[src/rtl/addsub_sequencer_pkg.sv]
// rtl/addsub_sequencer_pkg.sv - shared state encoding and control codes for the add/sub sequencer
package addsub_sequencer_pkg;

   typedef enum logic [2:0] {
      ST_IDLE    = 3'd0,
      ST_LOAD    = 3'd1,
      ST_SET     = 3'd2,
      ST_EXEC    = 3'd3,
      ST_CAPTURE = 3'd4,
      ST_FINISH  = 3'd5
   } state_t;

   localparam logic [1:0] SEL_B    = 2'b00;
   localparam logic [1:0] SEL_C    = 2'b01;
   localparam logic [1:0] SEL_D    = 2'b10;
   localparam logic [1:0] SEL_HOLD = 2'b11;

   localparam logic ADD = 1'b1;
   localparam logic SUB = 1'b0;

   // Operand step k (0..2) maps to B, C, D; anything else parks the mux on HOLD.
   function automatic logic [1:0] sel_code(input logic [1:0] k);
      case (k)
         2'd0:    sel_code = SEL_B;
         2'd1:    sel_code = SEL_C;
         2'd2:    sel_code = SEL_D;
         default: sel_code = SEL_HOLD;
      endcase
   endfunction

endpackage

[src/rtl/addsub_sequencer_step_timer.sv]
// rtl/addsub_sequencer_step_timer.sv - settle-time down-counter with load and last-cycle flag
module addsub_sequencer_step_timer #(
   parameter int SETTLE_CYCLES = 1
) (
   input  logic clock,
   input  logic reset,
   input  logic load,
   output logic last
);

   localparam logic [3:0] LOAD_VAL = 4'(SETTLE_CYCLES - 1);

   logic [3:0] cnt;

   always_ff @(posedge clock) begin
      if (!reset) begin
         cnt <= 4'd0;
      end else if (load) begin
         cnt <= LOAD_VAL;
      end else if (cnt != 4'd0) begin
         cnt <= cnt - 4'd1;
      end
   end

   assign last = (cnt == 4'd0);

endmodule

[src/rtl/addsub_sequencer.sv]
// rtl/addsub_sequencer.sv - control sequencer driving the multicycle add/sub datapath
module addsub_sequencer
   import addsub_sequencer_pkg::*;
#(
   parameter int WIDTH         = 8,
   parameter int SETTLE_CYCLES = 1
) (
   input  logic             clock,
   input  logic             reset,
   input  logic             start,
   input  logic [2:0]       op_mask,
   input  logic [1:0]       op_count,
   input  logic [WIDTH-1:0] acc_in,
   output logic             s0,
   output logic             s1,
   output logic             s2,
   output logic             addOrSub,
   output logic             done,
   output logic             busy,
   output logic [WIDTH-1:0] result,
   output logic             result_valid
);

   state_t     state, state_nxt;
   logic [1:0] k, k_nxt;
   logic [2:0] mask_q;
   logic [1:0] count_q;
   logic       timer_load;
   logic       timer_last;

   logic       s0_d, add_d, done_d, busy_d, valid_d;
   logic [1:0] sel_d, sel_q;

   assign timer_load = (state == ST_SET);

   addsub_sequencer_step_timer #(
      .SETTLE_CYCLES(SETTLE_CYCLES)
   ) u_step_timer (
      .clock(clock),
      .reset(reset),
      .load (timer_load),
      .last (timer_last)
   );

   always_ff @(posedge clock) begin
      if (!reset) begin
         state   <= ST_IDLE;
         k       <= 2'd0;
         mask_q  <= 3'd0;
         count_q <= 2'd0;
      end else begin
         state <= state_nxt;
         k     <= k_nxt;
         if (state == ST_IDLE && start) begin
            mask_q  <= op_mask;
            count_q <= op_count;
         end
      end
   end

   always_comb begin
      state_nxt = state;
      k_nxt     = k;
      case (state)
         ST_IDLE: begin
            if (start) begin
               state_nxt = ST_LOAD;
               k_nxt     = 2'd0;
            end
         end
         ST_LOAD:    state_nxt = (count_q != 2'd0) ? ST_SET : ST_CAPTURE;
         ST_SET:     state_nxt = ST_EXEC;
         ST_EXEC: begin
            if (timer_last) begin
               k_nxt     = k + 2'd1;
               state_nxt = (k + 2'd1 == count_q) ? ST_CAPTURE : ST_SET;
            end
         end
         ST_CAPTURE: state_nxt = ST_FINISH;
         ST_FINISH:  state_nxt = ST_IDLE;
         default:    state_nxt = ST_IDLE;
      endcase
   end

   // Outputs are decoded from the next state so the registered controls line up with the state.
   always_comb begin
      s0_d    = 1'b1;
      sel_d   = SEL_HOLD;
      add_d   = addOrSub;
      done_d  = 1'b1;
      busy_d  = 1'b1;
      valid_d = 1'b0;
      case (state_nxt)
         ST_IDLE: begin
            s0_d   = 1'b0;
            add_d  = ADD;
            busy_d = 1'b0;
         end
         ST_LOAD: begin
            s0_d  = 1'b0;
            add_d = ADD;
         end
         ST_SET:    add_d   = mask_q[k_nxt];
         ST_EXEC: begin
            sel_d  = sel_code(k_nxt);
            done_d = 1'b0;
         end
         ST_FINISH: valid_d = 1'b1;
         default:   ;
      endcase
   end

   always_ff @(posedge clock) begin
      if (!reset) begin
         s0           <= 1'b0;
         sel_q        <= SEL_HOLD;
         addOrSub     <= ADD;
         done         <= 1'b1;
         busy         <= 1'b0;
         result_valid <= 1'b0;
         result       <= '0;
      end else begin
         s0           <= s0_d;
         sel_q        <= sel_d;
         addOrSub     <= add_d;
         done         <= done_d;
         busy         <= busy_d;
         result_valid <= valid_d;
         if (state == ST_CAPTURE) begin
            result <= acc_in;
         end
      end
   end

   assign s1 = sel_q[0];
   assign s2 = sel_q[1];

endmodule

[config.mk]
export PLATFORM = sky130hd
export DESIGN_NAME = addsub_sequencer
export DESIGN_NICKNAME = d
export VERILOG_FILES = /design/src/rtl/addsub_sequencer_pkg.sv /design/src/rtl/addsub_sequencer_step_timer.sv /design/src/rtl/addsub_sequencer.sv
export SDC_FILE = /design/constraint.sdc
export NUM_CORES = 1
export LEC_CHECK = 0
export ABC_AREA = 1
export ABC_CLOCK_PERIOD_IN_PS = 2500
export CAP_MARGIN = 20
export CORE_MARGIN = 5
export CORE_UTILIZATION = 51
export DETAILED_ROUTE_END_ITERATION = 10
export GPL_TIMING_DRIVEN = 1
export PLACE_DENSITY = 0.91
export SYNTH_ARGS = -nofsm -noshare
export SYNTH_HDL_FRONTEND = slang
export SYNTH_HIERARCHICAL = 1
export SYNTH_SLANG_ARGS = --single-unit
export TNS_END_PERCENT = 1
[constraint.sdc]
create_clock -name clock -period 2.5 [get_ports clock]
set_input_delay 0.5 -clock clock [delete_from_list [all_inputs] [get_ports clock]]
set_output_delay 0.5 -clock clock [all_outputs]
set_load 0.005 [all_outputs]
[Yosys cells after proc, flatten, opt, wreduce, memory -nomap -nowiden]
Cells that the tools add are included.
Storage, ports and cells
  register bits after elaboration: 29
  RAM bits: 0
  word-level logic and storage cells: 54
  memories kept: 0
  bits in latches: 0
  bits in read-only memories: 0
Operators by class
  divide/modulo/power cells: 0
  equal/unequal tests: 11
  reduce and logical (&&, ||, !) cells: 11
  add/subtract/negate cells: 2
  $lt $le $gt $ge: 1
  bitwise gates (word level): 1
  $mul: 0
  multiplexer cells: 16
  shift-type cells: 0
Operators by type and width (number)
  case mux 3 bit (5 select lines): 1
  == test 3 x 2 -> 1 bit (second input constant): 4
  two-way mux 3 bit: 4
  == test 3 x 1 -> 1 bit (second input constant): 2
  == test 3 bit (second input constant): 2
  logical NOT 3 bit: 2
  case mux 2 bit (3 select lines): 1
  two-way mux 1 bit: 5
  logical NOT 4 bit: 1
  two-way mux 2 bit: 2
  case mux 2 bit (2 select lines): 1
  nonzero test 2 bit: 2
  nonzero test 4 bit: 1
  OR reduction 2 bit: 2
  subtractor 4 x 1 -> 4 bit (second input constant): 1
  < comparator 2 x 3 -> 1 bit (second input constant): 1
  adder 2 x 1 -> 2 bit (second input constant): 1
  binary-select mux 1 bit (select 2 bit): 1
  == test 2 x 1 -> 1 bit (second input constant): 1
  == test 2 bit: 1
  == test 2 bit (second input constant): 1
  logical NOT 2 bit: 1
  case mux 1 bit (2 select lines): 1
  AND reduction 2 bit: 1
  other kinds (2): 2

[Longest topological paths before layout]
  depth after elaboration: 8
  mapped depth: 12
  depth with buffers taken out: 12

[By module]
Netlist, hierarchy kept.
By module, submodules not included
  addsub_sequencer: times used 1, area an instance 1024.7 sq um, cells an instance 143
  addsub_sequencer_step_timer: times used 1, area an instance 216.5 sq um, cells an instance 30

[Worst setup path before layout]
OpenSTA, ideal clock, no wires.
  path type: register to register
  start point: reg u_step_timer.cnt[0]
  end point: reg addOrSub
  cell stages (with the launch flop): 13
  setup slack: 1058 ps
  path buffers: 0
  clock period less this slack: 1442 ps
  data required time: 2442 ps
  arrival time: 1384 ps
  setup time: 58 ps
  cell sequence: dfxtp_1 -> inv_1 -> ha_1 -> nand2_2 -> inv_1 -> nand4_1 -> nand3_1 -> nand2_1 -> inv_1 -> nand3_1 -> nand2_1 -> nand2_1 -> nand2_1
Between the ends
  word-level cells in the longest chain between the ends: 6
  elaborated cells on any way between the ends: 13
  classes of those cells: eq/ne: 2; mux: 7; reduce/logical: 4
Ends and longest elaborated chain
  start, declared: RTL line addsub_sequencer_step_timer.sv:13  | logic [3:0] cnt;
  start signal, assigned: RTL line addsub_sequencer_step_timer.sv:21  | cnt <= cnt - 4'd1;
  logical NOT 4 bit (*): RTL line addsub_sequencer_step_timer.sv:25  | assign last = (cnt == 4'd0);
  named net timer_last: RTL line addsub_sequencer.sv:29  | logic timer_last;
  two-way mux 3 bit / two-way mux 2 bit (equally long branches): RTL line addsub_sequencer.sv:74  | if (timer_last) begin
  case mux 3 bit (5 select lines) / case mux 2 bit (2 select lines) (equally long branches): RTL line addsub_sequencer.sv:64  | case (state)
  == test 3 x 1 -> 1 bit (tied with other cells): RTL line addsub_sequencer.sv:93  | case (state_nxt)
  OR reduction 2 bit (no source line) / two-way mux 1 bit (equally long branches)
  case mux 1 bit (2 select lines) / nonzero test 2 bit (equally long branches)
  end signal, assigned: RTL line addsub_sequencer.sv:117  | addOrSub <= ADD;
  end signal, assigned: RTL line addsub_sequencer.sv:125  | addOrSub <= add_d;
  end, declared: RTL line addsub_sequencer.sv:17  | output logic addOrSub,
Mark *: on every way through the listed nets, which the timed path passes. The rest lies on a longest branch. The select of a mux whose other input is x is not followed.
A chain may end at the register's enable or synchronous reset.

[Worst setup path in the final report]
Same ends and word-level chain as after synthesis.

==> impl_metrics.csv <==
group,metric,value,unit
sta,fin_crit,1730,ps
global_route,antenna_found_initial,0,
yosys,synth_top_area_share,46.8,%
yosys,ys_warn_count,6,
finish,syn2layout_area_growth,29.3,%
clock_network,cts_max_path_buffers,2,
routing,routed_wl,2910,µm
yosys,synth.most_common_cell,"nand2_1",
yosys,synth_area_leaders,"dfxtp_1 47%, nand2_1 10%, nor2_1 9.1%",
clock_network,clk_latency,320,ps
routing,route.vias.total,1209,
routing,drtPass1Iterations,4,
clock_network,cts_hold_buf,0,
critical_path,r2r-start,"u_step_timer/cnt[0]$_SDFFE_PP0N_",
critical_path,rrSetupSlack,770,ps
finish,multiInputGateArea,544,µm²
pwr,p_per_area,712,nW/µm²
routing,antenna_left,0,
yosys,synthCells,173,
routing,drt-initial-drc-count,42,
die,dieArea,3520,µm²
finish,num-fill-cells,179,
sta,skew,4.87,ps
yosys,synth_common_cells,"34 x nand2_1, 30 x nor2_1, 29 x dfxtp_1, 24 x inv_1",
yosys,async_flop_share,0,%
clock_network,clk_pin_slew,80,ps
die,die_w,59.3,µm
clock_network,clock_sinks,29,
critical_path,cp.arrival,2000,ps
sta,finalMaxSlewViolations,0,
place,place_hpwl,2250,µm
critical_path,worstSetupPathType,"register to register",
clock_network,cts_tree,"done",
worst_hold_path,hp-class,"register to register",
yosys,synth-edff-count,0,
yosys,syn_area,1240,µm²
yosys,ys_ff_latch,29,
worst_hold_path,hold_end,"result[3]$_SDFFE_PN0P_",
die,ios,31,
finish,drive_gt1_share,6.28,%
finish,nets,224,
global_route,grt_pass1_wl,4860,µm
routing,vias_per_cell,5.14,
sta,rsz0062_at_grt,"false",
critical_path,critPathLaunchType,"register",
outcome,status,"complete, no violations",
critical_path,worst_r2r_endpoint,"addOrSub$_SDFFE_PN1P_",
yosys,ys.flop_type,"dfxtp_1",
flow_run,cap_violations,0,
critical_path,end_kind,"register",
worst_hold_path,hold_path_depth,2,
sta,tns,0,ps
place,gp_congestion,0.870,
finish,fin_cells,235,
finish,diodes,0,
clock_network,cts_root_buf,"clkbuf_4",
pwr,peakVddDrop,0.634,mV
die,rows,17,
die,die_h,59.3,µm
global_route,grt.total_usage,18.6,%
clock_network,cts_resized,0,
die,initial_core_util,54.5,%
place,numPortBuffers,30,
yosys,synth.distinct_cells,16,
sta,slew-limit-headroom,70.7,%
yosys,synth_area_leader_cell,"dfxtp_1",
routing,wire_per_inst,12.4,µm
yosys,synth.yosys.seq_area_share,46.8,%
global_route,grt_overflow,0,
clock_network,cts_buffers,5,
critical_path,path_max_fanout,5,
critical_path,cp.required,2770,ps
yosys,avgSynthCellArea,7.17,µm²
sta,finalHoldViolCount,0,
yosys,synth_nets,190,
routing,drc_errors,0,
global_route,grt_max_degree,17,
finish,final-seq-area,581,µm²
sta,finalCritPeriodShare,69.4,%
place,dp.cells,228,
die,coreArea,2280,µm²
clock_network,cts_setup_buffers,0,
critical_path,reg2reg_depth,12,
worst_hold_path,min-delay-start,"result[3]$_SDFFE_PN0P_",
sta,setup_viol,0,
clock_network,htree_num_levels,2,
pwr,p_leak,0.700,nW
global_route,grt_pass1_vias,1171,
sta,timing.fmax,577,MHz
sta,worstMarginPinSlew,438,ps
==> state kept, by name, indices dropped and copies added, names as in the netlist <==
register / count
busy: 1
result_valid: 1
state: 3
s0: 1
count_q: 2
addOrSub: 1
k: 2
mask_q: 3
sel_q: 2
done: 1
u_step_timer/cnt: 4
result: 8
==> report_power, final <==
group	internal (W)	switching, W
combinational	0.000145	0.000157
clock	0.000132	0.000147
sequential	0.000523	0.0000390
total	0.000800	0.000342
==> kinds of logic (layout without fill, tap and decap cells) <==
kind of cell	after synthesis	in the layout	share of synthesized area, %
DFF	29	29	46.8
adders and majority gates	1	1	1.01
AOI/OAI and AO/OA	27	27	11.2
xor gates and xnor gates	1	1	0.706
buffers and inverters	27	61	9.37
and+or+nand+nor	88	88	30.9
==> routing by layer <==
metal  routed length [µm]  global-route usage, %
met4                   53                   8.09
met5                    0                      0
met3                  212                   8.28
met2                 1470                   30.9
met1                 1180                   20.4
==> worst max path at each step <==
stage | from | end | slack [ps] | depth (start not counted)
2_1_floorplan | u_step_timer/cnt[0]$_SDFFE_PP0N_ | addOrSub$_SDFFE_PN1P_ | 1060 | 12
3_3_place_gp | reset | sel_q[1]$_SDFF_PN1_ | 650 | 4
3_5_place_dp | reset | sel_q[0]$_SDFF_PN1_ | 610 | 4
4_1_cts | result[7]$_SDFFE_PN0P_ | result[7] | 790 | 1
5_1_grt | u_step_timer/cnt[0]$_SDFFE_PP0N_ | addOrSub$_SDFFE_PN1P_ | 560 | 11
6_report | u_step_timer/cnt[0]$_SDFFE_PP0N_ | addOrSub$_SDFFE_PN1P_ | 770 | 12
==> through the flow <==
stage          area (µm²)  utilization, %  hold slack (ps)  worst slack [ps]  total power, W
2_1_floorplan        1240               -              430              1060        0.000742
3_3_place_gp         1550            68.1              455               654        0.000853
3_5_place_dp         1550            68.1              461               610        0.000872
4_1_cts              1610            70.5              473               790         0.00115
5_1_grt              1610            70.5              511               562         0.00122
6_report             1610            70.5              482               766         0.00114
==> area by class of cell <==
type / instances / area share [%]
sequential: 29 / 36.2
multi-input combinational: 117 / 33.9
timing repair buffer: 30 / 18.7
inverter: 24 / 5.61
clock buffer: 7 / 3.43
tap: 28 / 2.18
==> placed cells by master (no fill, tap or decap), drive strengths merged <==
cell	instances
clkdlybuf4s50	30
nand4	1
nand3	16
inv	24
a21oi	10
ha	1
clkbuf	7
o21ai	16
o2111ai	1
xnor2	1
nand2	36
nor2	35
dfxtp	29
==> critical path, stage by stage (launching register included) <==
cell and delay (ps):
dfxtp_1 310, inv_1 120, ha_1 270, nand2_2 110
inv_1 140, nand4_1 200, nand2_1 120, nand2_1 70
nand2_1 110, nand3_1 80, nand2_1 70, nand2_1 50
nand2_1 50
No activity file was read; power rests on OpenSTA's default activity.
